File: config.mk
export PLATFORM = sky130hd
export DESIGN_NAME = rv_plic_claimer_flat
export DESIGN_NICKNAME = d
export VERILOG_FILES = /design/src/rtl/rv_plic_claimer_pkg.sv /design/src/rtl/rv_plic_claimer_if.sv /design/src/rtl/rv_plic_claimer_holdoff.sv /design/src/rtl/rv_plic_claimer.sv /design/src/flat_wrapper.sv
export SDC_FILE = /design/constraint.sdc
export NUM_CORES = 1
export LEC_CHECK = 0
export CAP_MARGIN = 20
export CORE_UTILIZATION = 26
export CTS_BUF_LIST = sky130_fd_sc_hd__clkbuf_4 sky130_fd_sc_hd__clkbuf_8
export CTS_CLUSTER_DIAMETER = 30
export DETAILED_ROUTE_END_ITERATION = 12
export PLACE_DENSITY = 0.87
export SKIP_CTS_REPAIR_TIMING = 1
export SLEW_MARGIN = 20
export SYNTH_ARGS = -nofsm -noshare
export SYNTH_HDL_FRONTEND = slang
export SYNTH_SLANG_ARGS = --single-unit
File: constraint.sdc
create_clock -name clk_i -period 1.5 [get_ports clk_i]
set_input_delay 0.45 -clock clk_i [delete_from_list [all_inputs] [get_ports clk_i]]
set_output_delay 0.45 -clock clk_i [all_outputs]
set_load 0.02 [all_outputs]
File: src/rtl/rv_plic_claimer_pkg.sv
// Shared types for the PLIC claim/complete engine: a minimal TL-UL host/device
// channel view (opcode encodings match tlul_pkg) and the FSM state encoding.
package rv_plic_claimer_pkg;

    typedef enum logic [2:0] {
        PutFullData    = 3'h0,
        PutPartialData = 3'h1,
        Get            = 3'h4
    } tl_a_op_e;

    typedef enum logic [2:0] {
        AccessAck     = 3'h0,
        AccessAckData = 3'h1
    } tl_d_op_e;

    typedef struct packed {
        logic        a_valid;
        tl_a_op_e    a_opcode;
        logic [2:0]  a_param;
        logic [1:0]  a_size;
        logic [7:0]  a_source;
        logic [31:0] a_address;
        logic [3:0]  a_mask;
        logic [31:0] a_data;
        logic        d_ready;
    } tl_h2d_t;

    typedef struct packed {
        logic        d_valid;
        tl_d_op_e    d_opcode;
        logic [7:0]  d_source;
        logic [31:0] d_data;
        logic        d_error;
        logic        a_ready;
    } tl_d2h_t;

    localparam logic [1:0] CC_SIZE = 2'd2;
    localparam logic [3:0] CC_MASK = 4'hF;

    typedef enum logic [2:0] {
        ST_IDLE,
        ST_CLAIM_REQ,
        ST_CLAIM_RSP,
        ST_DISPATCH,
        ST_SERVICE,
        ST_COMP_REQ,
        ST_COMP_RSP,
        ST_HOLDOFF
    } claimer_state_e;

endpackage

File: src/rtl/rv_plic_claimer_if.sv
// TL-UL link between the claimer (host) and the PLIC register port (device).
interface rv_plic_claimer_if;
    import rv_plic_claimer_pkg::*;

    tl_h2d_t tl_o;
    tl_d2h_t tl_i;

    modport host   (output tl_o, input tl_i);
    modport device (input tl_o, output tl_i);
endinterface

File: src/rtl/rv_plic_claimer_holdoff.sv
// Loadable down-counter; done_o is high whenever the count has reached zero.
module rv_plic_claimer_holdoff #(
    parameter int unsigned CntW = 1
) (
    input  logic            clk_i,
    input  logic            rst_i,
    input  logic            load_i,
    input  logic [CntW-1:0] load_val_i,
    input  logic            dec_i,
    output logic            done_o
);
    logic [CntW-1:0] cnt_q, cnt_d;

    always_comb begin
        cnt_d = cnt_q;
        if (load_i) begin
            cnt_d = load_val_i;
        end else if (dec_i && (cnt_q != '0)) begin
            cnt_d = cnt_q - 1'b1;
        end
    end

    always_ff @(posedge clk_i) begin
        if (rst_i) begin
            cnt_q <= '0;
        end else begin
            cnt_q <= cnt_d;
        end
    end

    assign done_o = (cnt_q == '0);
endmodule

File: src/rtl/rv_plic_claimer.sv
// Claim/complete engine for one PLIC target: claims on irq, hands the ID to a
// consumer, completes after done. Optional counters: RV_PLIC_CLAIMER_STATS_EN.
module rv_plic_claimer
    import rv_plic_claimer_pkg::*;
#(
    parameter logic [31:0] CcAddr        = 32'h0000_0200,
    parameter int unsigned IdW           = 6,
    parameter logic [7:0]  SourceId      = 8'd0,
    parameter int unsigned HoldoffCycles = 2
) (
    input  logic               clk_i,
    input  logic               rst_i,
    rv_plic_claimer_if.host    tl,
    input  logic               irq_i,
    output logic               id_valid_o,
    output logic [IdW-1:0]     id_o,
    input  logic               id_ready_i,
    input  logic               done_i,
    output logic               busy_o,
    output logic               err_o
`ifdef RV_PLIC_CLAIMER_STATS_EN
    ,
    output logic [15:0]        claim_cnt_o,
    output logic [15:0]        spurious_cnt_o,
    output logic [7:0]         err_cnt_o
`endif
);
    localparam int unsigned HoldW = (HoldoffCycles > 1) ? $clog2(HoldoffCycles) : 1;
    localparam int unsigned HoldLoadInt = (HoldoffCycles > 0) ? HoldoffCycles - 1 : 0;
    localparam logic [HoldW-1:0] HoldLoad = HoldW'(HoldLoadInt);

    claimer_state_e state_q, state_d;
    logic [IdW-1:0] id_q, id_d;
    logic           err_q, err_d;
    logic           hold_load, hold_dec, hold_done;
    tl_h2d_t        h2d;
    logic [IdW-1:0] rsp_id;
    logic           claim_rsp_bad, comp_rsp_bad;
    logic           unused_d_data;

    assign rsp_id        = tl.tl_i.d_data[IdW-1:0];
    assign unused_d_data = ^tl.tl_i.d_data[31:IdW];
    assign claim_rsp_bad = tl.tl_i.d_error || (tl.tl_i.d_opcode != AccessAckData)
                           || (tl.tl_i.d_source != SourceId);
    assign comp_rsp_bad  = tl.tl_i.d_error || (tl.tl_i.d_opcode != AccessAck)
                           || (tl.tl_i.d_source != SourceId);

    rv_plic_claimer_holdoff #(.CntW(HoldW)) u_holdoff (
        .clk_i      (clk_i),
        .rst_i      (rst_i),
        .load_i     (hold_load),
        .load_val_i (HoldLoad),
        .dec_i      (hold_dec),
        .done_o     (hold_done)
    );

    always_comb begin
        state_d       = state_q;
        id_d          = id_q;
        err_d         = 1'b0;
        hold_load     = 1'b0;
        hold_dec      = 1'b0;
        h2d           = '0;
        h2d.a_opcode  = Get;
        h2d.a_size    = CC_SIZE;
        h2d.a_mask    = CC_MASK;
        h2d.a_source  = SourceId;
        h2d.a_address = CcAddr;
        h2d.d_ready   = 1'b1;

        unique case (state_q)
            ST_IDLE: begin
                err_d = tl.tl_i.d_valid;
                if (irq_i) state_d = ST_CLAIM_REQ;
            end
            ST_CLAIM_REQ: begin
                h2d.a_valid = 1'b1;
                err_d       = tl.tl_i.d_valid;
                if (tl.tl_i.a_ready) state_d = ST_CLAIM_RSP;
            end
            ST_CLAIM_RSP: begin
                if (tl.tl_i.d_valid) begin
                    if (claim_rsp_bad || (rsp_id == '0)) begin
                        err_d     = claim_rsp_bad;
                        state_d   = (HoldoffCycles == 0) ? ST_IDLE : ST_HOLDOFF;
                        hold_load = (HoldoffCycles != 0);
                    end else begin
                        id_d    = rsp_id;
                        state_d = ST_DISPATCH;
                    end
                end
            end
            // The consumer owns the ID here; D is held off so nothing can land.
            ST_DISPATCH: begin
                h2d.d_ready = 1'b0;
                if (id_ready_i) state_d = ST_SERVICE;
            end
            ST_SERVICE: begin
                h2d.d_ready = 1'b0;
                if (done_i) state_d = ST_COMP_REQ;
            end
            ST_COMP_REQ: begin
                h2d.a_valid  = 1'b1;
                h2d.a_opcode = PutFullData;
                h2d.a_data   = 32'(id_q);
                err_d        = tl.tl_i.d_valid;
                if (tl.tl_i.a_ready) state_d = ST_COMP_RSP;
            end
            ST_COMP_RSP: begin
                if (tl.tl_i.d_valid) begin
                    err_d     = comp_rsp_bad;
                    state_d   = (HoldoffCycles == 0) ? ST_IDLE : ST_HOLDOFF;
                    hold_load = (HoldoffCycles != 0);
                end
            end
            ST_HOLDOFF: begin
                err_d = tl.tl_i.d_valid;
                if (hold_done) begin
                    state_d = ST_IDLE;
                end else begin
                    hold_dec = 1'b1;
                end
            end
            default: state_d = ST_IDLE;
        endcase
    end

    always_ff @(posedge clk_i) begin
        if (rst_i) begin
            state_q <= ST_IDLE;
            id_q    <= '0;
            err_q   <= 1'b0;
        end else begin
            state_q <= state_d;
            id_q    <= id_d;
            err_q   <= err_d;
        end
    end

    assign tl.tl_o    = h2d;
    assign id_valid_o = (state_q == ST_DISPATCH);
    assign id_o       = id_q;
    assign busy_o     = (state_q != ST_IDLE) && (state_q != ST_HOLDOFF);
    assign err_o      = err_q;

`ifdef RV_PLIC_CLAIMER_STATS_EN
    logic [15:0] claim_cnt_q, spurious_cnt_q;
    logic [7:0]  err_cnt_q;
    logic        claim_accept;

    assign claim_accept = (state_q == ST_CLAIM_RSP) && tl.tl_i.d_valid && !claim_rsp_bad;

    // Counters saturate instead of wrapping so a stuck source stays visible.
    always_ff @(posedge clk_i) begin
        if (rst_i) begin
            claim_cnt_q    <= '0;
            spurious_cnt_q <= '0;
            err_cnt_q      <= '0;
        end else begin
            if (claim_accept && (rsp_id != '0) && (claim_cnt_q != 16'hFFFF))
                claim_cnt_q <= claim_cnt_q + 16'd1;
            if (claim_accept && (rsp_id == '0) && (spurious_cnt_q != 16'hFFFF))
                spurious_cnt_q <= spurious_cnt_q + 16'd1;
            if (err_d && (err_cnt_q != 8'hFF))
                err_cnt_q <= err_cnt_q + 8'd1;
        end
    end

    assign claim_cnt_o    = claim_cnt_q;
    assign spurious_cnt_o = spurious_cnt_q;
    assign err_cnt_o      = err_cnt_q;
`endif
endmodule

File: src/flat_wrapper.sv
// flat-port wrapper written by rule: the top's interface ports become plain ports
module rv_plic_claimer_flat import rv_plic_claimer_pkg::*;
#(
    parameter logic [31:0] CcAddr        = 32'h0000_0200,
    parameter int unsigned IdW           = 6,
    parameter logic [7:0]  SourceId      = 8'd0,
    parameter int unsigned HoldoffCycles = 2
)
  (clk_i, rst_i, irq_i, id_valid_o, id_o, id_ready_i, done_i, busy_o, err_o, tl_tl_o, tl_tl_i);
  rv_plic_claimer_if tl_i ();
  input  logic clk_i;
  input  logic rst_i;
  input  logic irq_i;
  output logic id_valid_o;
  output logic [IdW-1:0] id_o;
  input  logic id_ready_i;
  input  logic done_i;
  output logic busy_o;
  output logic err_o;
  output wire logic [$bits(tl_i.tl_o)-1:0] tl_tl_o;
  input wire logic [$bits(tl_i.tl_i)-1:0] tl_tl_i;
  assign tl_tl_o = tl_i.tl_o;
  assign tl_i.tl_i = tl_tl_i;
  rv_plic_claimer #(.CcAddr(CcAddr), .IdW(IdW), .SourceId(SourceId), .HoldoffCycles(HoldoffCycles)) u_core (.clk_i(clk_i), .rst_i(rst_i), .tl(tl_i), .irq_i(irq_i), .id_valid_o(id_valid_o), .id_o(id_o), .id_ready_i(id_ready_i), .done_i(done_i), .busy_o(busy_o), .err_o(err_o));
endmodule
Word level (Yosys, flattened, before mapping):

Index checks and enable logic that the tools add are counted.
W data, S select, Z words.

* ROM bits: 0
* logic and storage cells: 67
* register bits: 11
* memory bits (writable): 0
* output and inout bits: 95
* bits of input ports: 51
* latch bits: 0
* memories kept: 0

* add/subtract/negate cells: 1
* multiplexer cells: 26
* reduce and logical (&&, ||, !) cells: 18
* shift operators: 0
* multiply operators: 0
* bitwise logic cells: 1
* div/mod/pow operators: 0
* equality and inequality tests: 17
* $lt $le $gt $ge: 0

Operators with widths (number)
* $mux W3: 10
* $pmux W3 S8: 1
* $ne A2 B2 Y1 const B: 7
* $eq A3 B3 Y1 const B: 4
* $mux W1: 12
* $reduce_and A8 Y1: 1
* $reduce_bool A8 Y1: 1
* $eq A3 B2 Y1 const B: 2
* $logic_not A6 Y1: 1
* $mux W6: 1
* $reduce_bool A3 Y1: 2
* $logic_or A1 B1 Y1: 5
* $reduce_or A2 Y1: 2
* $reduce_or A4 Y1: 1
* $eq A3 B1 Y1 const B: 1
* $logic_not A3 Y1: 1
* $ne A3 B1 Y1 const B: 1
* $ne A3 B3 Y1 const B: 1
* $pmux W1 S3: 1
* $reduce_and A3 Y1: 1
* $logic_and A1 B1 Y1: 2
* $ne A2 B1 Y1 const B: 1
* $pmux W1 S2: 1
* $reduce_bool A2 Y1: 1
* other kinds (2): 2

Depth between registers and ports, before layout:

* depth after elaboration: 8
* gate-level depth with buffers: 5
* mapped depth without buffers: 4

Hierarchy:

Synthesis repeated with hierarchy kept, for this count alone.

* cells, all modules: 179
* area total of the unflattened synthesis: 1448.9 µm²

Modules (own cells, without submodules)
* rv_plic_claimer: cells each 175, instances 1, area an instance 1401.3 µm²
* rv_plic_claimer_holdoff: cells each 4, instances 1, area an instance 47.5 µm²

Least setup slack after synthesis:

No wires, ideal clock.

* path type: reg2out
* start: register u_core.state_q[0]
* end: output tl_tl_o[1]
* buffers on the path: 1
* slack: -0.353 ns
* cell stages (with the launch flop): 5
* arrival time: 1.403 ns
* cells stage by stage: dfxtp_1 buf_2 inv_1 nor2_1 and3_1

* longest elaborated chain between the ends: 2

RTL lines
* from (decl): line rv_plic_claimer.sv:32 `claimer_state_e state_q, state_d;`
* from (signal assigned): line rv_plic_claimer.sv:134 `state_q <= state_d;`
* $eq A3 B3 Y1: line rv_plic_claimer.sv:71 `unique case (state_q)`
* $mux W6: line rv_plic_claimer.sv:71
* to (decl): line flat_wrapper.sv:20 `output wire logic [$bits(tl_i.tl_o)-1:0] tl_tl_o;`

No other way between the ends.

Worst setup path after layout:

* start: input tl_tl_i[6]
* end: register u_core.id_q[1] (netlist: u_core.id_o[1])

* longest elaborated chain between the ends: 4

RTL lines
* from (decl): line flat_wrapper.sv:21 `input wire logic [$bits(tl_i.tl_i)-1:0] tl_tl_i;`
* $logic_not A6 Y1: line rv_plic_claimer.sv:83 `if (claim_rsp_bad || (rsp_id == '0)) begin`
* $logic_or A1 B1 Y1: line rv_plic_claimer.sv:83
* $not A1 Y1 (no source line)
* $reduce_and A3 Y1 (no source line)
* to (signal assigned): line rv_plic_claimer.sv:135 `id_q <= id_d;`
* to (decl): line rv_plic_claimer.sv:33 `logic [IdW-1:0] id_q, id_d;`

No other way between the ends.
A chain may end at the register's enable or synchronous reset.

==> flow_summary.yaml <==
run_status:
  status: "finished with violations"
  violations: "setup timing"
synth:
  yosysWarningCount: 0
  synth-edff-count: 0
  avgSynthCellArea_sq_um: 7.493
  yosysSeqAreaShare_pct: 16.51
  yosys_register_bits: 11
  async_reset_ff_share_pct: 0
  ys_types: 33
  postSynthCellCount: 178
  syn_area_sq_mm: 0.001334
  synth_flop_cell: "dfxtp_1"
finish:
  n_fill_cell: 466
  multi_input_area_sq_um: 984.7
  fin_nets: 310
  area_growth_pct: 58.35
  drive_gt1_share_pct: 40.70
  antenna_cells: 0
  final-seq-area_sq_um: 229.0
flow_run:
  max_cap_viol_count: 0
placement:
  dp_hpwl_mm: 2.560
  portBuffers: 42
  gp_congestion: 0.8903
routing:
  wl_per_cell_um: 11.16
  drt_iter0_markers: 102
  antenna_left: 0
  drc_errors: 0
  drt-pass1-iter-count: 4
  viasPerCell: 4.034
  drt_wl_total_mm: 3.626
  vias: 1311
floorplanning:
  placeableCoreArea_sq_mm: 0.004817
  start_util_pct: 27.69
  die-area_sq_mm: 0.005421
  fp-row-count: 25
  chipWidth_um: 73.63
  die_h_um: 73.63
  io_pins: 146
grt:
  use_met2_pct: 21.10
  grt_use_met3_pct: 1.097
  grt_overflow: 0
  grtUsageTotal_pct: 11.41
  grt_pass1_wl_mm: 4.678
  grt_max_degree: 15
  grt_pass1_vias: 1079
  antenna_found_initial: 0
  grt.busiest_layer: "met2"
  met1_usage_pct: 11.90
sta:
  fin_skew_ns: 0.001451
  max_freq_mhz: 608.3
  finalSetupViolCount: 16
  period_share_pct: 109.6
  worst_slack_ns: -0.1439
  layout_min_cycle_time_ns: 1.644
  rsz0062_at_grt: "yes"
  hold_viol: 0
  slew_viol_final: 0
  hold_slack_ns: 0.5121
cts:
  ctsHtreeMaxLevel: 1
  cts_buffers: 3
  cts_root_buf: "clkbuf_8"
  clockBufferDepth: 2
  cts_tree: "built"
  cts.clk_slew.worst_paths_ns: 0.05
  clock_sinks: 11
  clk_latency_ns: 0.24
worst_setup_path:
  cp-start-kind: "primary input"
  endpoint_kind: "register"
  cpPeakStageDelay_ns: 0.55
  critPathTopFamily: "simple AND/OR/NAND/NOR gates"
  critical_path_arrival_ns: 1.81
  path_cells: "buf_6, or4_4, o31ai_4, buf_4, o21ai_1, a21oi_1"
  critPathMaxFanout: 3
  worst_path_max_delay_cell: "or4_4"
  path_class: "in -> reg"
  critical_path_required_ns: 1.66
  worst-path-buf-inv: 2
pwr:
  finalPower_w: 0.001979
  max-vdd-ir-drop_mv: 0.5752
  powerDensity_mw_per_mm2: 936.8
  p_leak_nw: 1.146
hold_path:
  hold_path.class: "reg -> reg"
-- worst register-to-register path, cell delays in order (launching register included) --
cell and delay (ns):
dfxtp_2 0.35, buf_6 0.13, buf_4 0.16, and3b_2 0.23, buf_6 0.12, o31ai_4 0.07
buf_4 0.17, o21ai_1 0.05, a21oi_1 0.18
-- sequential cells by signal (all words and copies together) (netlist names) --
register / count
u_core.u_holdoff.cnt_q: 1
u_core.state_q: 3
u_core.id_o: 6
u_core.err_o: 1
-- cell families (layout without fill, tap and decap cells) --
kind of cell	count (synthesis)	after routing	synth area share [%]
buffers and inverters	86	90	46.06
AND/OR/NAND/NOR	49	50	21.20
AO/OA/AOI/OAI	29	29	14.92
flip-flops	11	11	16.51
other	2	77	0.5631
multiplexers	1	1	0.7505
-- cells in the mapped netlist, types with 2 or more instances --
library cell | n | area share (%)
buf_4 | 77 | 43
a21oi_1 | 12 | 4.5
dfxtp_1 | 11 | 17
nor2_1 | 9 | 2.5
o21ai_0 | 9 | 3.4
and3_1 | 8 | 3.8
nand3_1 | 7 | 2.6
nor3_1 | 5 | 1.9
nand2_1 | 4 | 1.1
nor4_1 | 4 | 1.9
inv_1 | 3 | 0.84
buf_1 | 2 | 0.56
buf_2 | 2 | 0.75
clkbuf_1 | 2 | 0.56
conb_1 | 2 | 0.56
nor2b_1 | 2 | 0.94
o32ai_1 | 2 | 1.3
or3_1 | 2 | 0.94
-- metal layers --
layer	share of wire, %	vias up
li1	-	619
met1	36	584
met2	52	95
met3	7.9	13
met4	4.4	0
met5	0	-
-- worst paths after layout --
kind | from | end | slack (ns) | depth (start not counted)
max | tl_tl_i[6] | u_core.id_o[1]$_SDFFE_PP0P_ | -0.14 | 6
min | u_core.u_holdoff.cnt_q$_SDFFE_PP0P_ | u_core.u_holdoff.cnt_q$_SDFFE_PP0P_ | 0.51 | 2
max reg2reg | u_core.state_q[0]$_SDFFE_PP0P_ | u_core.id_o[1]$_SDFFE_PP0P_ | -0.05 | 8
min reg2reg | u_core.u_holdoff.cnt_q$_SDFFE_PP0P_ | u_core.u_holdoff.cnt_q$_SDFFE_PP0P_ | 0.51 | 2
-- cell usage in the layout, fill, tap and decap left out, types with 2 or more instances in the layout --
cell / Yosys / final
inv_1: 3 / 2
o21ai_0: 9 / 2
nor4_4: 0 / 2
or3_1: 2 / 2
a21oi_1: 12 / 9
dfxtp_1: 11 / 8
clkdlybuf4s50_1: 0 / 6
a21oi_2: 0 / 3
conb_1: 2 / 77
nor2_1: 9 / 6
clkbuf_2: 0 / 7
o21ai_1: 0 / 4
dlymetal6s2s_1: 0 / 16
nand2_1: 4 / 3
and3_2: 0 / 2
nand3_1: 7 / 6
buf_6: 0 / 15
nor2_4: 0 / 4
o21ai_4: 0 / 2
nor3_1: 5 / 2
nor3_4: 0 / 3
buf_4: 77 / 38
clkbuf_8: 0 / 3
and3_4: 0 / 6
dfxtp_4: 0 / 2
-- final cells by class --
class	count	share of cell area, %
flip-flops and latches	11	10.84
inverters	3	0.6517
clock inverters	1	0.2370
well taps	67	3.969
clock buffers	3	1.955
multi-input cells	157	46.62
repair buffers	83	35.72
-- power breakdown --
group / internal [W] / leakage, nW / switching [W] / total, W
clock network: 0.000183 / 0.0255 / 0.000123 / 0.000306
registers: 0.000345 / 0.0911 / 0.0000758 / 0.000421
logic: 0.000555 / 1.03 / 0.000696 / 0.00125
total: 0.00108 / 1.15 / 0.000895 / 0.00198
-- stage by stage --
step           utilization (%)  cell area [sq um]  setup TNS, ns  cells  worst slack, ns
4_1_cts                  37.58               1810         -10.70    312          -0.7073
2_1_floorplan                -               1648        -0.1137    253         -0.01895
6_report                 43.84               2112        -0.9680    325          -0.1439
3_5_place_dp             36.62               1764         -8.803    308          -0.5596
3_3_place_gp             36.62               1764         -8.352    308          -0.5342
5_1_grt                  43.84               2112         -1.620    325          -0.1857
No activity file was read; power rests on OpenSTA's default activity.
